<file path="config.mk">
export PLATFORM = sky130hd
export DESIGN_NAME = core_data_router_flat
export DESIGN_NICKNAME = d
export VERILOG_FILES = /design/src/rtl/soc_bus_pkg.sv /design/src/rtl/CORE_DATA_INF.sv /design/src/rtl/resp_order_fifo.sv /design/src/rtl/core_data_router.sv /design/src/flat_wrapper.sv
export SDC_FILE = /design/constraint.sdc
export NUM_CORES = 1
export LEC_CHECK = 0
export CAP_MARGIN = 15
export CORE_AREA = 8 8 116 118
export CTS_CLUSTER_SIZE = 10
export DETAILED_ROUTE_END_ITERATION = 8
export DIE_AREA = 0 0 124 126
export DONT_BUFFER_PORTS = 1
export MAX_ROUTING_LAYER = met4
export PLACE_DENSITY = 0.38
export RECOVER_POWER = 100
export SETUP_SLACK_MARGIN = 0.05
export SLEW_MARGIN = 20
export SYNTH_ARGS = -nofsm -noshare
export SYNTH_HDL_FRONTEND = slang
export SYNTH_SLANG_ARGS = --single-unit
</file>
<file path="constraint.sdc">
create_clock -name clk_i -period 2.9 [get_ports clk_i]
set_input_delay 0.145 -clock clk_i [delete_from_list [all_inputs] [get_ports clk_i]]
set_output_delay 0.145 -clock clk_i [all_outputs]
set_load 0.005 [all_outputs]
</file>
<file path="src/rtl/soc_bus_pkg.sv">
// Shared data-bus definitions: target encoding, default address map and decode helper.
package soc_bus_pkg;

  localparam int unsigned ADDR_W = 32;
  localparam int unsigned DATA_W = 32;
  localparam int unsigned BE_W   = 4;
  localparam int unsigned TGT_W  = 2;

  typedef enum logic [TGT_W-1:0] {
    TGT_DMEM   = 2'd0,
    TGT_PERIPH = 2'd1,
    TGT_ERR    = 2'd2
  } bus_target_e;

  localparam logic [ADDR_W-1:0] DMEM_BASE_DEF   = 32'h0010_0000;
  localparam logic [ADDR_W-1:0] DMEM_MASK_DEF   = 32'hFFFF_E000;
  localparam logic [ADDR_W-1:0] PERIPH_BASE_DEF = 32'h2000_0000;
  localparam logic [ADDR_W-1:0] PERIPH_MASK_DEF = 32'hFFFF_0000;

  // DMEM is checked first so it wins on overlapping regions.
  function automatic bus_target_e decode_target(
    input logic [ADDR_W-1:0] addr,
    input logic [ADDR_W-1:0] dmem_base,
    input logic [ADDR_W-1:0] dmem_mask,
    input logic [ADDR_W-1:0] periph_base,
    input logic [ADDR_W-1:0] periph_mask
  );
    bus_target_e tgt;
    tgt = TGT_ERR;
    if ((addr & dmem_mask) == dmem_base) begin
      tgt = TGT_DMEM;
    end else if ((addr & periph_mask) == periph_base) begin
      tgt = TGT_PERIPH;
    end
    return tgt;
  endfunction

endpackage

</file>
<file path="src/rtl/CORE_DATA_INF.sv">
// Core data-port bus: request with address/write payload, grant, and in-order read response.
interface CORE_DATA_INF;
  import soc_bus_pkg::*;

  logic              data_req;
  logic              data_gnt;
  logic              data_we;
  logic [BE_W-1:0]   data_be;
  logic [ADDR_W-1:0] data_addr;
  logic [DATA_W-1:0] data_wdata;
  logic              data_rvalid;
  logic [DATA_W-1:0] data_rdata;

  modport Master (
    output data_req, data_we, data_be, data_addr, data_wdata,
    input  data_gnt, data_rvalid, data_rdata
  );

  modport Slave (
    input  data_req, data_we, data_be, data_addr, data_wdata,
    output data_gnt, data_rvalid, data_rdata
  );

endinterface

</file>
<file path="src/rtl/resp_order_fifo.sv">
// Small in-order FIFO recording which target owes the next response.
module resp_order_fifo #(
  parameter int unsigned DEPTH = 2,
  parameter int unsigned WIDTH = 2
) (
  input  logic             clk_i,
  input  logic             rst_ni,
  input  logic             push,
  input  logic             pop,
  input  logic [WIDTH-1:0] wdata,
  output logic             full,
  output logic             empty,
  output logic [WIDTH-1:0] head,
  output logic [WIDTH-1:0] tail
);

  localparam int unsigned PTR_W = (DEPTH > 1) ? $clog2(DEPTH) : 1;
  localparam int unsigned CNT_W = $clog2(DEPTH + 1);

  logic [WIDTH-1:0] mem_q [DEPTH];
  logic [PTR_W-1:0] wr_ptr_q;
  logic [PTR_W-1:0] rd_ptr_q;
  logic [CNT_W-1:0] count_q;
  logic [WIDTH-1:0] tail_q;
  logic             do_push;
  logic             do_pop;

  function automatic logic [PTR_W-1:0] ptr_inc(input logic [PTR_W-1:0] p);
    return (p == PTR_W'(DEPTH - 1)) ? '0 : p + PTR_W'(1);
  endfunction

  assign full  = (count_q == CNT_W'(DEPTH));
  assign empty = (count_q == '0);
  assign head  = mem_q[rd_ptr_q];
  assign tail  = tail_q;

  // A pop frees the slot a simultaneous push on full writes into.
  assign do_pop  = pop && !empty;
  assign do_push = push && (!full || do_pop);

  always_ff @(posedge clk_i) begin
    if (do_push) begin
      mem_q[wr_ptr_q] <= wdata;
    end
  end

  always_ff @(posedge clk_i or negedge rst_ni) begin
    if (!rst_ni) begin
      wr_ptr_q <= '0;
      rd_ptr_q <= '0;
      count_q  <= '0;
      tail_q   <= '0;
    end else begin
      if (do_push) begin
        wr_ptr_q <= ptr_inc(wr_ptr_q);
        tail_q   <= wdata;
      end
      if (do_pop) begin
        rd_ptr_q <= ptr_inc(rd_ptr_q);
      end
      if (do_push && !do_pop) begin
        count_q <= count_q + CNT_W'(1);
      end else if (do_pop && !do_push) begin
        count_q <= count_q - CNT_W'(1);
      end
    end
  end

  a_no_overflow: assert property (@(posedge clk_i) disable iff (!rst_ni)
    !(push && full && !pop));
  a_no_underflow: assert property (@(posedge clk_i) disable iff (!rst_ni)
    !(pop && empty));
  a_count_range: assert property (@(posedge clk_i) disable iff (!rst_ni)
    count_q <= CNT_W'(DEPTH));

endmodule

</file>
<file path="src/rtl/core_data_router.sv">
// Routes core LSU requests to DMEM, the peripheral bus or an internal error
// responder, and returns responses to the core in issue order.
module core_data_router
  import soc_bus_pkg::*;
#(
  parameter logic [ADDR_W-1:0] DMEM_BASE       = DMEM_BASE_DEF,
  parameter logic [ADDR_W-1:0] DMEM_MASK       = DMEM_MASK_DEF,
  parameter logic [ADDR_W-1:0] PERIPH_BASE     = PERIPH_BASE_DEF,
  parameter logic [ADDR_W-1:0] PERIPH_MASK     = PERIPH_MASK_DEF,
  parameter int unsigned       MAX_OUTSTANDING = 2
) (
  input  logic         clk_i,
  input  logic         rst_ni,
  CORE_DATA_INF.Slave  core_inf_i,
  output logic         core_err_o,
  CORE_DATA_INF.Master dmem_inf_o,
  CORE_DATA_INF.Master periph_inf_o
);

  bus_target_e       req_tgt;
  bus_target_e       head_tgt;
  bus_target_e       tail_tgt;
  logic [TGT_W-1:0]  head_raw;
  logic [TGT_W-1:0]  tail_raw;
  logic              fifo_full;
  logic              fifo_empty;
  logic              issue_ok;
  logic              slave_gnt;
  logic              core_gnt;
  logic              push;
  logic              rsp_valid;
  logic [DATA_W-1:0] rsp_rdata;
  logic              err_rvalid_q;

  assign req_tgt = decode_target(core_inf_i.data_addr, DMEM_BASE, DMEM_MASK,
                                 PERIPH_BASE, PERIPH_MASK);

  // Never switch targets while responses are pending, so order is implicit.
  assign issue_ok = rst_ni && !fifo_full && (fifo_empty || (tail_tgt == req_tgt));

  assign dmem_inf_o.data_addr    = core_inf_i.data_addr;
  assign dmem_inf_o.data_we      = core_inf_i.data_we;
  assign dmem_inf_o.data_be      = core_inf_i.data_be;
  assign dmem_inf_o.data_wdata   = core_inf_i.data_wdata;
  assign dmem_inf_o.data_req     = core_inf_i.data_req && issue_ok && (req_tgt == TGT_DMEM);

  assign periph_inf_o.data_addr  = core_inf_i.data_addr;
  assign periph_inf_o.data_we    = core_inf_i.data_we;
  assign periph_inf_o.data_be    = core_inf_i.data_be;
  assign periph_inf_o.data_wdata = core_inf_i.data_wdata;
  assign periph_inf_o.data_req   = core_inf_i.data_req && issue_ok && (req_tgt == TGT_PERIPH);

  always_comb begin
    slave_gnt = 1'b0;
    case (req_tgt)
      TGT_DMEM:   slave_gnt = dmem_inf_o.data_gnt;
      TGT_PERIPH: slave_gnt = periph_inf_o.data_gnt;
      default:    slave_gnt = 1'b1;
    endcase
  end

  assign core_gnt            = issue_ok && slave_gnt;
  assign core_inf_i.data_gnt = core_gnt;
  assign push                = core_inf_i.data_req && core_gnt;

  resp_order_fifo #(
    .DEPTH (MAX_OUTSTANDING),
    .WIDTH (TGT_W)
  ) u_resp_fifo (
    .clk_i  (clk_i),
    .rst_ni (rst_ni),
    .push   (push),
    .pop    (rsp_valid),
    .wdata  (req_tgt),
    .full   (fifo_full),
    .empty  (fifo_empty),
    .head   (head_raw),
    .tail   (tail_raw)
  );

  assign head_tgt = bus_target_e'(head_raw);
  assign tail_tgt = bus_target_e'(tail_raw);

  // Only the head target may complete; anything else is dropped.
  always_comb begin
    rsp_valid = 1'b0;
    rsp_rdata = '0;
    if (!fifo_empty) begin
      case (head_tgt)
        TGT_DMEM: begin
          rsp_valid = dmem_inf_o.data_rvalid;
          rsp_rdata = dmem_inf_o.data_rdata;
        end
        TGT_PERIPH: begin
          rsp_valid = periph_inf_o.data_rvalid;
          rsp_rdata = periph_inf_o.data_rdata;
        end
        default: rsp_valid = err_rvalid_q;
      endcase
    end
  end

  assign core_inf_i.data_rvalid = rsp_valid;
  assign core_inf_i.data_rdata  = rsp_rdata;
  assign core_err_o             = !fifo_empty && (head_tgt == TGT_ERR);

  always_ff @(posedge clk_i or negedge rst_ni) begin
    if (!rst_ni) begin
      err_rvalid_q <= 1'b0;
    end else begin
      err_rvalid_q <= push && (req_tgt == TGT_ERR);
    end
  end

  // With nothing outstanding, a slave rvalid is an orphan of a reset and is tolerated.
  a_dmem_rvalid_is_head: assert property (@(posedge clk_i) disable iff (!rst_ni)
    (!fifo_empty && dmem_inf_o.data_rvalid) |-> (head_tgt == TGT_DMEM));
  a_periph_rvalid_is_head: assert property (@(posedge clk_i) disable iff (!rst_ni)
    (!fifo_empty && periph_inf_o.data_rvalid) |-> (head_tgt == TGT_PERIPH));

endmodule

</file>
<file path="src/flat_wrapper.sv">
// flat-port wrapper written by rule: the top's interface ports become plain ports
module core_data_router_flat import soc_bus_pkg::*;
#(
  parameter logic [ADDR_W-1:0] DMEM_BASE       = DMEM_BASE_DEF,
  parameter logic [ADDR_W-1:0] DMEM_MASK       = DMEM_MASK_DEF,
  parameter logic [ADDR_W-1:0] PERIPH_BASE     = PERIPH_BASE_DEF,
  parameter logic [ADDR_W-1:0] PERIPH_MASK     = PERIPH_MASK_DEF,
  parameter int unsigned       MAX_OUTSTANDING = 2
)
  (clk_i, rst_ni, core_err_o, core_inf_i_data_req, core_inf_i_data_we, core_inf_i_data_be, core_inf_i_data_addr, core_inf_i_data_wdata, core_inf_i_data_gnt, core_inf_i_data_rvalid, core_inf_i_data_rdata, dmem_inf_o_data_req, dmem_inf_o_data_we, dmem_inf_o_data_be, dmem_inf_o_data_addr, dmem_inf_o_data_wdata, dmem_inf_o_data_gnt, dmem_inf_o_data_rvalid, dmem_inf_o_data_rdata, periph_inf_o_data_req, periph_inf_o_data_we, periph_inf_o_data_be, periph_inf_o_data_addr, periph_inf_o_data_wdata, periph_inf_o_data_gnt, periph_inf_o_data_rvalid, periph_inf_o_data_rdata);
  CORE_DATA_INF core_inf_i_i ();
  CORE_DATA_INF dmem_inf_o_i ();
  CORE_DATA_INF periph_inf_o_i ();
  input  logic clk_i;
  input  logic rst_ni;
  output logic core_err_o;
  input wire logic [$bits(core_inf_i_i.data_req)-1:0] core_inf_i_data_req;
  input wire logic [$bits(core_inf_i_i.data_we)-1:0] core_inf_i_data_we;
  input wire logic [$bits(core_inf_i_i.data_be)-1:0] core_inf_i_data_be;
  input wire logic [$bits(core_inf_i_i.data_addr)-1:0] core_inf_i_data_addr;
  input wire logic [$bits(core_inf_i_i.data_wdata)-1:0] core_inf_i_data_wdata;
  output wire logic [$bits(core_inf_i_i.data_gnt)-1:0] core_inf_i_data_gnt;
  output wire logic [$bits(core_inf_i_i.data_rvalid)-1:0] core_inf_i_data_rvalid;
  output wire logic [$bits(core_inf_i_i.data_rdata)-1:0] core_inf_i_data_rdata;
  output wire logic [$bits(dmem_inf_o_i.data_req)-1:0] dmem_inf_o_data_req;
  output wire logic [$bits(dmem_inf_o_i.data_we)-1:0] dmem_inf_o_data_we;
  output wire logic [$bits(dmem_inf_o_i.data_be)-1:0] dmem_inf_o_data_be;
  output wire logic [$bits(dmem_inf_o_i.data_addr)-1:0] dmem_inf_o_data_addr;
  output wire logic [$bits(dmem_inf_o_i.data_wdata)-1:0] dmem_inf_o_data_wdata;
  input wire logic [$bits(dmem_inf_o_i.data_gnt)-1:0] dmem_inf_o_data_gnt;
  input wire logic [$bits(dmem_inf_o_i.data_rvalid)-1:0] dmem_inf_o_data_rvalid;
  input wire logic [$bits(dmem_inf_o_i.data_rdata)-1:0] dmem_inf_o_data_rdata;
  output wire logic [$bits(periph_inf_o_i.data_req)-1:0] periph_inf_o_data_req;
  output wire logic [$bits(periph_inf_o_i.data_we)-1:0] periph_inf_o_data_we;
  output wire logic [$bits(periph_inf_o_i.data_be)-1:0] periph_inf_o_data_be;
  output wire logic [$bits(periph_inf_o_i.data_addr)-1:0] periph_inf_o_data_addr;
  output wire logic [$bits(periph_inf_o_i.data_wdata)-1:0] periph_inf_o_data_wdata;
  input wire logic [$bits(periph_inf_o_i.data_gnt)-1:0] periph_inf_o_data_gnt;
  input wire logic [$bits(periph_inf_o_i.data_rvalid)-1:0] periph_inf_o_data_rvalid;
  input wire logic [$bits(periph_inf_o_i.data_rdata)-1:0] periph_inf_o_data_rdata;
  assign core_inf_i_i.data_req = core_inf_i_data_req;
  assign core_inf_i_i.data_we = core_inf_i_data_we;
  assign core_inf_i_i.data_be = core_inf_i_data_be;
  assign core_inf_i_i.data_addr = core_inf_i_data_addr;
  assign core_inf_i_i.data_wdata = core_inf_i_data_wdata;
  assign core_inf_i_data_gnt = core_inf_i_i.data_gnt;
  assign core_inf_i_data_rvalid = core_inf_i_i.data_rvalid;
  assign core_inf_i_data_rdata = core_inf_i_i.data_rdata;
  assign dmem_inf_o_data_req = dmem_inf_o_i.data_req;
  assign dmem_inf_o_data_we = dmem_inf_o_i.data_we;
  assign dmem_inf_o_data_be = dmem_inf_o_i.data_be;
  assign dmem_inf_o_data_addr = dmem_inf_o_i.data_addr;
  assign dmem_inf_o_data_wdata = dmem_inf_o_i.data_wdata;
  assign dmem_inf_o_i.data_gnt = dmem_inf_o_data_gnt;
  assign dmem_inf_o_i.data_rvalid = dmem_inf_o_data_rvalid;
  assign dmem_inf_o_i.data_rdata = dmem_inf_o_data_rdata;
  assign periph_inf_o_data_req = periph_inf_o_i.data_req;
  assign periph_inf_o_data_we = periph_inf_o_i.data_we;
  assign periph_inf_o_data_be = periph_inf_o_i.data_be;
  assign periph_inf_o_data_addr = periph_inf_o_i.data_addr;
  assign periph_inf_o_data_wdata = periph_inf_o_i.data_wdata;
  assign periph_inf_o_i.data_gnt = periph_inf_o_data_gnt;
  assign periph_inf_o_i.data_rvalid = periph_inf_o_data_rvalid;
  assign periph_inf_o_i.data_rdata = periph_inf_o_data_rdata;
  core_data_router #(.DMEM_BASE(DMEM_BASE), .DMEM_MASK(DMEM_MASK), .PERIPH_BASE(PERIPH_BASE), .PERIPH_MASK(PERIPH_MASK), .MAX_OUTSTANDING(MAX_OUTSTANDING)) u_core (.clk_i(clk_i), .rst_ni(rst_ni), .core_inf_i(core_inf_i_i), .core_err_o(core_err_o), .dmem_inf_o(dmem_inf_o_i), .periph_inf_o(periph_inf_o_i));
endmodule
</file>
### Yosys cells after proc, flatten, opt, wreduce, memory -nomap -nowiden

Memories as Yosys holds them, arrays and structs flattened.
Cells that the tools add are included.

| storage, ports and cells | value |
|---|---|
| register bits after elaboration | 7 |
| memories kept | 1 |
| RAM bits | 4 |
| output and inout port bits | 175 |

Memories:

| memory | words | width | rd ports | clocked after memory_dff | write ports | RTL line | source |
|---|---|---|---|---|---|---|---|
| u_core.u_resp_fifo.mem_q | 2 | 2 | 1 | 0 | 1 | resp_order_fifo.sv:20 | `logic [WIDTH-1:0] mem_q [DEPTH];` |

| cells by class | value |
|---|---|
| add/sub/neg operators | 4 |
| eq/ne operators | 8 |
| mux-type cells | 13 |
| reduce and logical (&&, ||, !) cells | 23 |

Operators with widths:

| cell | count |
|---|---|
| $pmux 32 s2 | 1 |
| $mux 32 | 1 |
| $eq 19x8->1 const B | 1 |
| $eq 16x14->1 const B | 1 |
| $logic_and 1x1->1 | 13 |
| $mux 2 | 4 |
| $eq 2x2->1 const B | 3 |
| $logic_not 2->1 | 3 |
| $mux 1 | 5 |
| $eq 2x1->1 const B | 2 |
| $logic_not 1->1 | 4 |
| $pmux 1 s2 | 2 |
| $add 1x1->1 const B | 2 |
| $add 2x1->2 const B | 1 |
| $eq 2x2->1 | 1 |
| $logic_or 1x1->1 | 2 |
| $reduce_bool 2->1 | 1 |
| $sub 2x1->2 const B | 1 |

### Logic depth before layout (Yosys ltp)

Gate-level depths: netlist of the first run.

| depth | value |
|---|---|
| depth after elaboration | 13 |
| gate-level depth with buffers | 9 |
| mapped depth without buffers | 9 |

### Cells and area by module

From an unflattened synthesis of the first run, not the netlist that was laid out.

| unflattened totals | value |
|---|---|
| cell total of the unflattened synthesis | 279 |
| area, all modules | 2272.2 sq um |

By module, submodules not included:

| module | times used | area an instance (sq um) | cells an instance |
|---|---|---|---|
| core_data_router | 1 | 1831.8 | 249 |
| resp_order_fifo | 1 | 440.4 | 30 |

### Worst setup path after synthesis of the first run

Ideal clock, no wire load.

| timing path | value |
|---|---|
| path kind | reg2reg |
| from | register u_core.u_resp_fifo.rd_ptr_q |
| to | register u_core.u_resp_fifo.count_q[1] |
| setup time | 0.080 ns |
| period minus slack after synthesis | 2.041 ns |
| arrival time | 1.961 ns |
| data required time | 2.820 ns |
| cell stages (with the launch flop) | 10 |
| path slack | 0.859 ns |
| cells stage by stage | dfrtp_1 > clkbuf_1 > mux2i_1 > nand2_1 > a311oi_2 > inv_1 > ha_1 > xor2_1 > nor2_1 > xnor2_1 |

| on the way | value |
|---|---|
| cells in the longest elaborated chain, start to end | 10 |
| elaborated cells on any way between the ends | 14 |

RTL lines:

| element | RTL line | source |
|---|---|---|
| start: declaration | resp_order_fifo.sv:22 | `logic [PTR_W-1:0] rd_ptr_q;` |
| start signal: assignment | resp_order_fifo.sv:59 | `rd_ptr_q <= ptr_inc(rd_ptr_q);` |
| $mem_v2 2x2 * | n/a |  |
| $eq 2x1->1 or $logic_not 2->1 (tied branches) | core_data_router.sv:89 | `case (head_tgt)` |
| $pmux 1 s2 * | core_data_router.sv:89 |  |
| $mux 1 * | core_data_router.sv:88 | `if (!fifo_empty) begin` |
| via core_inf_i_data_rvalid | flat_wrapper.sv:23 | `output wire logic [$bits(core_inf_i_i.data_rvalid)-1:0] core_inf_i_data_rvalid;` |
| $logic_and 1x1->1 * | resp_order_fifo.sv:38 | `assign do_pop = pop && !empty;` |
| $logic_or 1x1->1 | resp_order_fifo.sv:39 | `assign do_push = push && (!full \|\| do_pop);` |
| $logic_and 1x1->1 | resp_order_fifo.sv:39 |  |
| $logic_not 1->1 | resp_order_fifo.sv:63 | `end else if (do_pop && !do_push) begin` |
| $logic_and 1x1->1 | resp_order_fifo.sv:63 |  |
| $reduce_bool 2->1 (no line) | n/a |  |
| end signal: assignment | resp_order_fifo.sv:62 | `count_q <= count_q + CNT_W'(1);` |
| end signal: assignment | resp_order_fifo.sv:64 | `count_q <= count_q - CNT_W'(1);` |
| end: declaration | resp_order_fifo.sv:23 | `logic [CNT_W-1:0] count_q;` |

The timed path passes the listed nets; every way through them passes the cells marked *.
A chain may end at the register's enable or synchronous reset.

### Worst setup path in the final report of the first run

| timing path | value |
|---|---|
| from | register u_core.u_resp_fifo.rd_ptr_q |
| to | register u_core.u_resp_fifo.count_q[1] |

| on the way | value |
|---|---|
| cells in the longest elaborated chain, start to end | 10 |
| elaborated cells on any way between the ends | 14 |

RTL lines:

| element | RTL line |
|---|---|
| $mem_v2 2x2 * | n/a |
| $eq 2x1->1 or $logic_not 2->1 (tied branches) | core_data_router.sv:89 |
| $pmux 1 s2 * | core_data_router.sv:89 |
| $mux 1 * | core_data_router.sv:88 |
| $logic_and 1x1->1 * | resp_order_fifo.sv:38 |
| $logic_or 1x1->1 | resp_order_fifo.sv:39 |
| $logic_and 1x1->1 | resp_order_fifo.sv:39 |
| $logic_not 1->1 | resp_order_fifo.sv:63 |
| $logic_and 1x1->1 | resp_order_fifo.sv:63 |
| $reduce_bool 2->1 (no line) | n/a |

Mark *: on every way between the ends. The rest lies on a longest branch, timed or not.

==> flow_summary.yaml, run 1 <==
outcome:
  outcome: "completed"
clocking:
  clk_path_buf_depth: 2
  clock_latency_ns: 0.24
  path_clk_slew_ns: 0.04
  cts-htree-levels: 1
  cts_setup_buffers: 0
  cts_root_buffer: "clkbuf_16"
  cts_tree: "done"
  numCtsBuffers: 3
  post_cts_resized: 0
  clock_sinks: 11
  cts_hold_buf: 1
worst_hold_path:
  hp-class: "in -> reg"
floorplan:
  io_pins: 315
  die_area_um2: 15600
  die_w_um: 124
  start_util: 0.189
  rows: 40
  die_h_um: 126
  coreArea_um2: 11700
run:
  cap_viol_max_count: 0
worst_setup_path:
  path_cells: "mux2i_1, nor2_1, a311oi_2, buf_4, inv_1, ha_1, xor2_1, nor2_1, xnor2_1"
  required_ns: 3.06
  cpPeakStageDelay_ns: 0.47
  critPathMostFrequentCell: "nor2_1"
  cpMaxStageDelayCell: "dfrtp_1"
  cp_data_arrival_time_ns: 2.35
  endpoint_kind: "register"
  path_max_fanout: 4
  crit_type: "reg -> reg"
  start_kind: "register"
synth:
  synthesis.nets: 455
  synth_top_family_by_area: "buffers and inverters"
  avgSynthCellArea_um2: 7.05
  synth-compound-area-share: 0.131
  yosysTopAreaCell: "buf_4"
  seq_area_frac_synth: 0.133
  synthSimpleGateAreaFrac: 0.184
  synthAdderAreaFrac: 0.00565
  synth-seq-cells: 11
  synth_xor_area_frac: 0.0198
  muxShareOfSynthArea: 0.0311
  netlist_area_um2: 2210
  synth_area_leaders: "buf_4 47%, nand2_1 11%, dfrtp_1 7.9%, a21oi_1 7.7%, edfxtp_1 5.4%"
  synth_cell_types: 34
  yosysWarnings: 0
  netlist_instances: 314
  synth_top_area_frac: 0.468
place:
  dp_slack_ns: 0.541
  place_area_um2: 1370
  place_congestion: 0.707
  io_buffers: 0
  hpwl_um: 6960
sta:
  hold_viol_final: 0
  tightest_slew_ns: 0.671
  post-route-min-period_ns: 2.19
  final_max_slew_viol_count: 0
  max_freq_mhz: 456
  fin_skew_ns: 0.00192
  maxSlewHeadroom: 0.553
  fin_ws_ns: 0.708
  rsz0062_at_grt: "false"
  tns_ns: 0
  setup_viol: 0
  finalCritPeriodShare: 0.756
final_layout:
  layout-drive-gt1-share: 0.0920
  layout_commonest_cell: "nand2_1"
  syn_to_final_growth_pct: -35.4
  fin_util: 0.122
  fillers: 1372
  finalNetCount: 316
  design_area_um2: 1430
  diodes: 0
  most-common-layout-cells: "67 x nand2_1, 34 x a21oi_1, 10 x nor2_1"
power_and_ir_drop:
  switching_power_uw: 557
  p_clk_frac: 0.219
  seqPwrFrac: 0.225
  leakage_nw: 0.524
  internal_power_uw: 592
  power_switching_share: 0.485
  max-vdd-ir-drop_uv: 212
  comb_power_share: 0.556
  powerDensity_nw_per_um2: 804
route:
  wl_per_cell_um: 24.6
  viasPerCell: 4.38
  drt-total-wl_um: 7900
  drc: 0
  via_count: 1407
  drtPass1Iterations: 4
  detail-route-antenna-nets: 0
  dr.first_iter.drc_count: 56
global_route:
  grt_max_degree: 34
  antenna_found_initial: 0
  grt_overflow: 0
  grt_pass1_vias: 1486
  grt_pass1_wl_um: 10300
  grt_usage: 0.0905
[worst max-delay path, delay by kind of cell (launching register included)]
kind / cells / cell delay (ns)
adder cells (fa/ha/maj): 1 / 0.20
buffers and inverters: 2 / 0.24
flip-flops: 1 / 0.47
multiplexers: 1 / 0.44
AO/OA/AOI/OAI: 1 / 0.24
XOR/XNOR: 2 / 0.28
AND/OR/NAND/NOR: 2 / 0.23
[sequential cells by signal, indices dropped and copies added (netlist names)]
| register | cells |
|---|---|
| u_core.u_resp_fifo.wr_ptr_q | 1 |
| u_core.u_resp_fifo.rd_ptr_q | 1 |
| u_core.u_resp_fifo.mem_q | 4 |
| u_core.u_resp_fifo.count_q | 2 |
| u_core.u_resp_fifo.tail | 2 |
| u_core.err_rvalid_q | 1 |
[power groups by stage]
stage                     Sequential [mW]  Combinational [mW]  Clock (mW)
final                               0.259               0.639       0.251
after global routing                0.267               0.727       0.262
after CTS                           0.259               0.676       0.257
after detailed placement            0.261               0.669           0
after global placement              0.260               0.652           0
after floorplan                     0.221               0.647           0
[synthesized netlist by cell type]
master and count:
dfrtp_1 7, a21oi_1 34, o21ai_1 1, ha_1 1, buf_4 138, mux2_4 1, o2111a_1 1, nor3_1 2
a311oi_2 1, nand4bb_4 1, nand4_1 1, nor2_1 10, clkbuf_1 11, or4b_4 1, nand2_1 67, inv_1 5
o21ai_0 2, nand2b_1 2, xnor2_1 3, edfxtp_1 4, xor2_1 2, mux2i_4 1, or3b_1 1, o211ai_1 1
o32ai_1 1, nor4_1 4, and4_1 1, or3_1 1, o21ai_2 3, a211oi_1 1, mux2_2 1, mux2i_1 2
a211oi_2 1, o221ai_2 1
[per-stage QoR]
stage	total power [mW]	hold slack (ns)	instances
2_1_floorplan	0.868	-0.151	314
3_3_place_gp	0.912	-0.150	316
3_5_place_dp	0.930	-0.150	316
4_1_cts	1.19	0.228	321
5_1_grt	1.26	0.242	321
6_report	1.15	0.217	321
[layer usage]
| layer | GRT usage | routed length (um) |
|---|---|---|
| met3 | 0.0527 | 1470 |
| met5 | - | 0 |
| met1 | 0.0830 | 2380 |
| met2 | 0.161 | 4010 |
| met4 | 0.0133 | 31 |
[layout make-up]
class,count,area (um2),share of cell area
clock buffers,4,78.8,0.0552
inverters,5,18.8,0.0131
multi-input cells,149,817,0.572
flip-flops and latches,11,295,0.207
well taps,147,184,0.129
repair buffers,5,35.0,0.0245
[final timing paths]
path / to / startpoint / cells after the start / slack (ns)
worst min register to register: u_core.u_resp_fifo.wr_ptr_q / u_core.u_resp_fifo.wr_ptr_q / 1 / 0.50
max in group asynchronous: u_core.err_rvalid_q / rst_ni / 1 / 2.38
min in group asynchronous: u_core.u_resp_fifo.tail[0] / rst_ni / 1 / 0.26
worst max register to register: u_core.u_resp_fifo.count_q[1] / u_core.u_resp_fifo.rd_ptr_q / 9 / 0.71
worst min-delay path: u_core.err_rvalid_q / core_inf_i_data_addr[15] / 2 / 0.22
worst max-delay path: u_core.u_resp_fifo.count_q[1] / u_core.u_resp_fifo.rd_ptr_q / 9 / 0.71
[cells by family after synthesis]
group	after synthesis
mux	5
xor+xnor	5
simple gates	91
fa+ha+maj	1
flops	11
compound gates	47
buf+inv	154
Note: power is estimated with default switching activity, not from simulation.
==> run 2, diff against run 1 <==
- PLACE_DENSITY: 0.38 -> 0.39
- clock period: 2.9 -> 1.9 ns (I/O delays scaled with it)
==> flow_summary.yaml, run 2 (same netlist as run 1, synthesis figures left out) <==
global_route:
  antenna_found_initial: 0
  grt_usage: 0.0924
  grt_overflow: 0
  grt_pass1_wl_um: 10400
  grt_max_degree: 33
  grt_pass1_vias: 1531
sta:
  finalCritPeriodShare: 0.963
  hold_viol_final: 0
  tns_ns: 0
  post-route-min-period_ns: 1.83
  final_max_slew_viol_count: 0
  max_freq_mhz: 547
  rsz0062_at_grt: "true"
  setup_viol: 0
  maxSlewHeadroom: 0.536
  tightest_slew_ns: 0.696
  fin_skew_ns: 0.00491
clocking:
  clock_sinks: 11
  path_clk_slew_ns: 0.04
  clock_latency_ns: 0.24
  cts_tree: "done"
  cts_root_buffer: "clkbuf_16"
  cts-htree-levels: 1
  numCtsBuffers: 3
  clk_path_buf_depth: 2
final_layout:
  register_area_um2: 297
  fin_util: 0.140
  syn_to_final_growth_pct: -26.0
  largest-register: "u_core.u_resp_fifo.mem_q"
  finalNetCount: 331
  finalNonFillerCells: 336
  multi_input_area_um2: 898
  most-common-layout-cells: "67 x nand2_1, 30 x a21oi_1, 13 x buf_4"
  diodes: 0
  layout-drive-gt1-share: 0.222
  fillers: 1358
  layout_commonest_cell: "nand2_1"
  largest_register_ffs: 4
worst_setup_path:
  crit_type: "reg -> reg"
  cpPeakStageDelay_ns: 0.43
  start_kind: "register"
  reg2regPathDepth: 7
  cp_top_family: "simple AND/OR/NAND/NOR gates"
  cpMaxStageDelayCell: "dfrtp_1"
  path_cells: "or3b_1, o221ai_2, o21ai_4, inv_1, ha_2, nor2_1, xnor2_1"
  cp.depth: 7
  cp_data_arrival_time_ns: 1.99
  required_ns: 2.06
  endpoint_kind: "register"
  path_max_fanout: 5
  worst-path-buf-inv: 1
worst_hold_path:
  hp-class: "in -> out"
  whs_path_depth: 0
run:
  cap_viol_max_count: 0
power_and_ir_drop:
  seqPwrFrac: 0.207
  internal_power_mw: 1.05
  p_clk_frac: 0.198
  powerDensity_nw_per_um2: 1190
  comb_power_share: 0.595
  leakage_nw: 0.594
  power_switching_share: 0.460
  finalPower_mw: 1.95
  max-vdd-ir-drop_uv: 456
  switching_power_uw: 895
place:
  io_buffers: 0
  place_congestion: 0.793
  placed_cells: 330
  hpwl_um: 7270
route:
  detail-route-antenna-nets: 0
  via_count: 1479
  dr.first_iter.drc_count: 111
  drt-total-wl_um: 8130
  drtPass1Iterations: 4
  viasPerCell: 4.40
  drc: 0
  wl_per_cell_um: 24.2
floorplan:
  coreArea_um2: 11700
  die_h_um: 126
  die_w_um: 124
  rows: 40
  io_pins: 315
  die_area_um2: 15600
  start_util: 0.189
outcome:
  outcome: "completed"
-- run 2: final cells by class --
class / count / area share
Multi-Input combinational cell: 149 / 0.549
Inverter: 5 / 0.0115
Clock buffer: 4 / 0.0481
Sequential cell: 11 / 0.181
Tap cell: 147 / 0.112
Timing Repair Buffer: 20 / 0.0985
-- run 2: through the flow --
step / setup slack (ns) / hold slack [ns] / cell area (um2)
4_1_cts: 0.0193 / 0.190 / 1630
5_1_grt: -0.0160 / 0.190 / 1640
3_3_place_gp: 0.0494 / -0.200 / 1520
3_5_place_dp: 0.00352 / -0.200 / 1520
6_report: 0.0703 / 0.190 / 1640
2_1_floorplan: 0.00177 / -0.201 / 2270
-- run 2: worst register-to-register path: stages, from the launching register on --
cell and delay (ns):
dfrtp_1 0.43, or3b_1 0.41, o221ai_2 0.24, o21ai_4 0.07, inv_1 0.07, ha_2 0.28, nor2_1 0.14, xnor2_1 0.12
-- run 2: final timing paths --
path	startpoint	end	slack, ns
worst max-delay path	u_core.u_resp_fifo.tail[1]	u_core.u_resp_fifo.count_q[1]	0.07
min in group asynchronous	rst_ni	u_core.err_rvalid_q	0.20
worst min-delay path	core_inf_i_data_be[1]	dmem_inf_o_data_be[1]	0.19
worst max register to register	u_core.u_resp_fifo.tail[1]	u_core.u_resp_fifo.count_q[1]	0.07
worst min register to register	u_core.u_resp_fifo.wr_ptr_q	u_core.u_resp_fifo.wr_ptr_q	0.50
max in group asynchronous	rst_ni	u_core.u_resp_fifo.rd_ptr_q	1.42
-- run 2: power by group through the flow --
| stage | logic, mW | clock network, mW | registers [mW] |
|---|---|---|---|
| final | 1.16 | 0.385 | 0.403 |
| after global routing | 1.29 | 0.410 | 0.413 |
| after CTS | 1.18 | 0.393 | 0.404 |
| after detailed placement | 1.13 | 0 | 0.406 |
| after global placement | 1.13 | 0 | 0.404 |
| after floorplan | 1.05 | 0 | 0.343 |
-- run 2: layer usage --
| layer | up-vias | part of all wire | track usage |
|---|---|---|---|
| met1 | 642 | 0.28 | 0.0799 |
| li1 | 630 | - | - |
| met4 | 0 | 0.0065 | 0.0161 |
| met5 | - | 0 | - |
| met3 | 10 | 0.19 | 0.0509 |
| met2 | 197 | 0.52 | 0.171 |
-- run 2: repair_timing --
item | 4_1_cts | 5_1_grt
buffers inserted | 1 | 0
hold buffers | 1 | 0
setup endpoints to repair | 25 | 21
resized for setup | 4 | 6
pin swaps | 0 | 4
endpoints found under the hold margin | 7 | 0
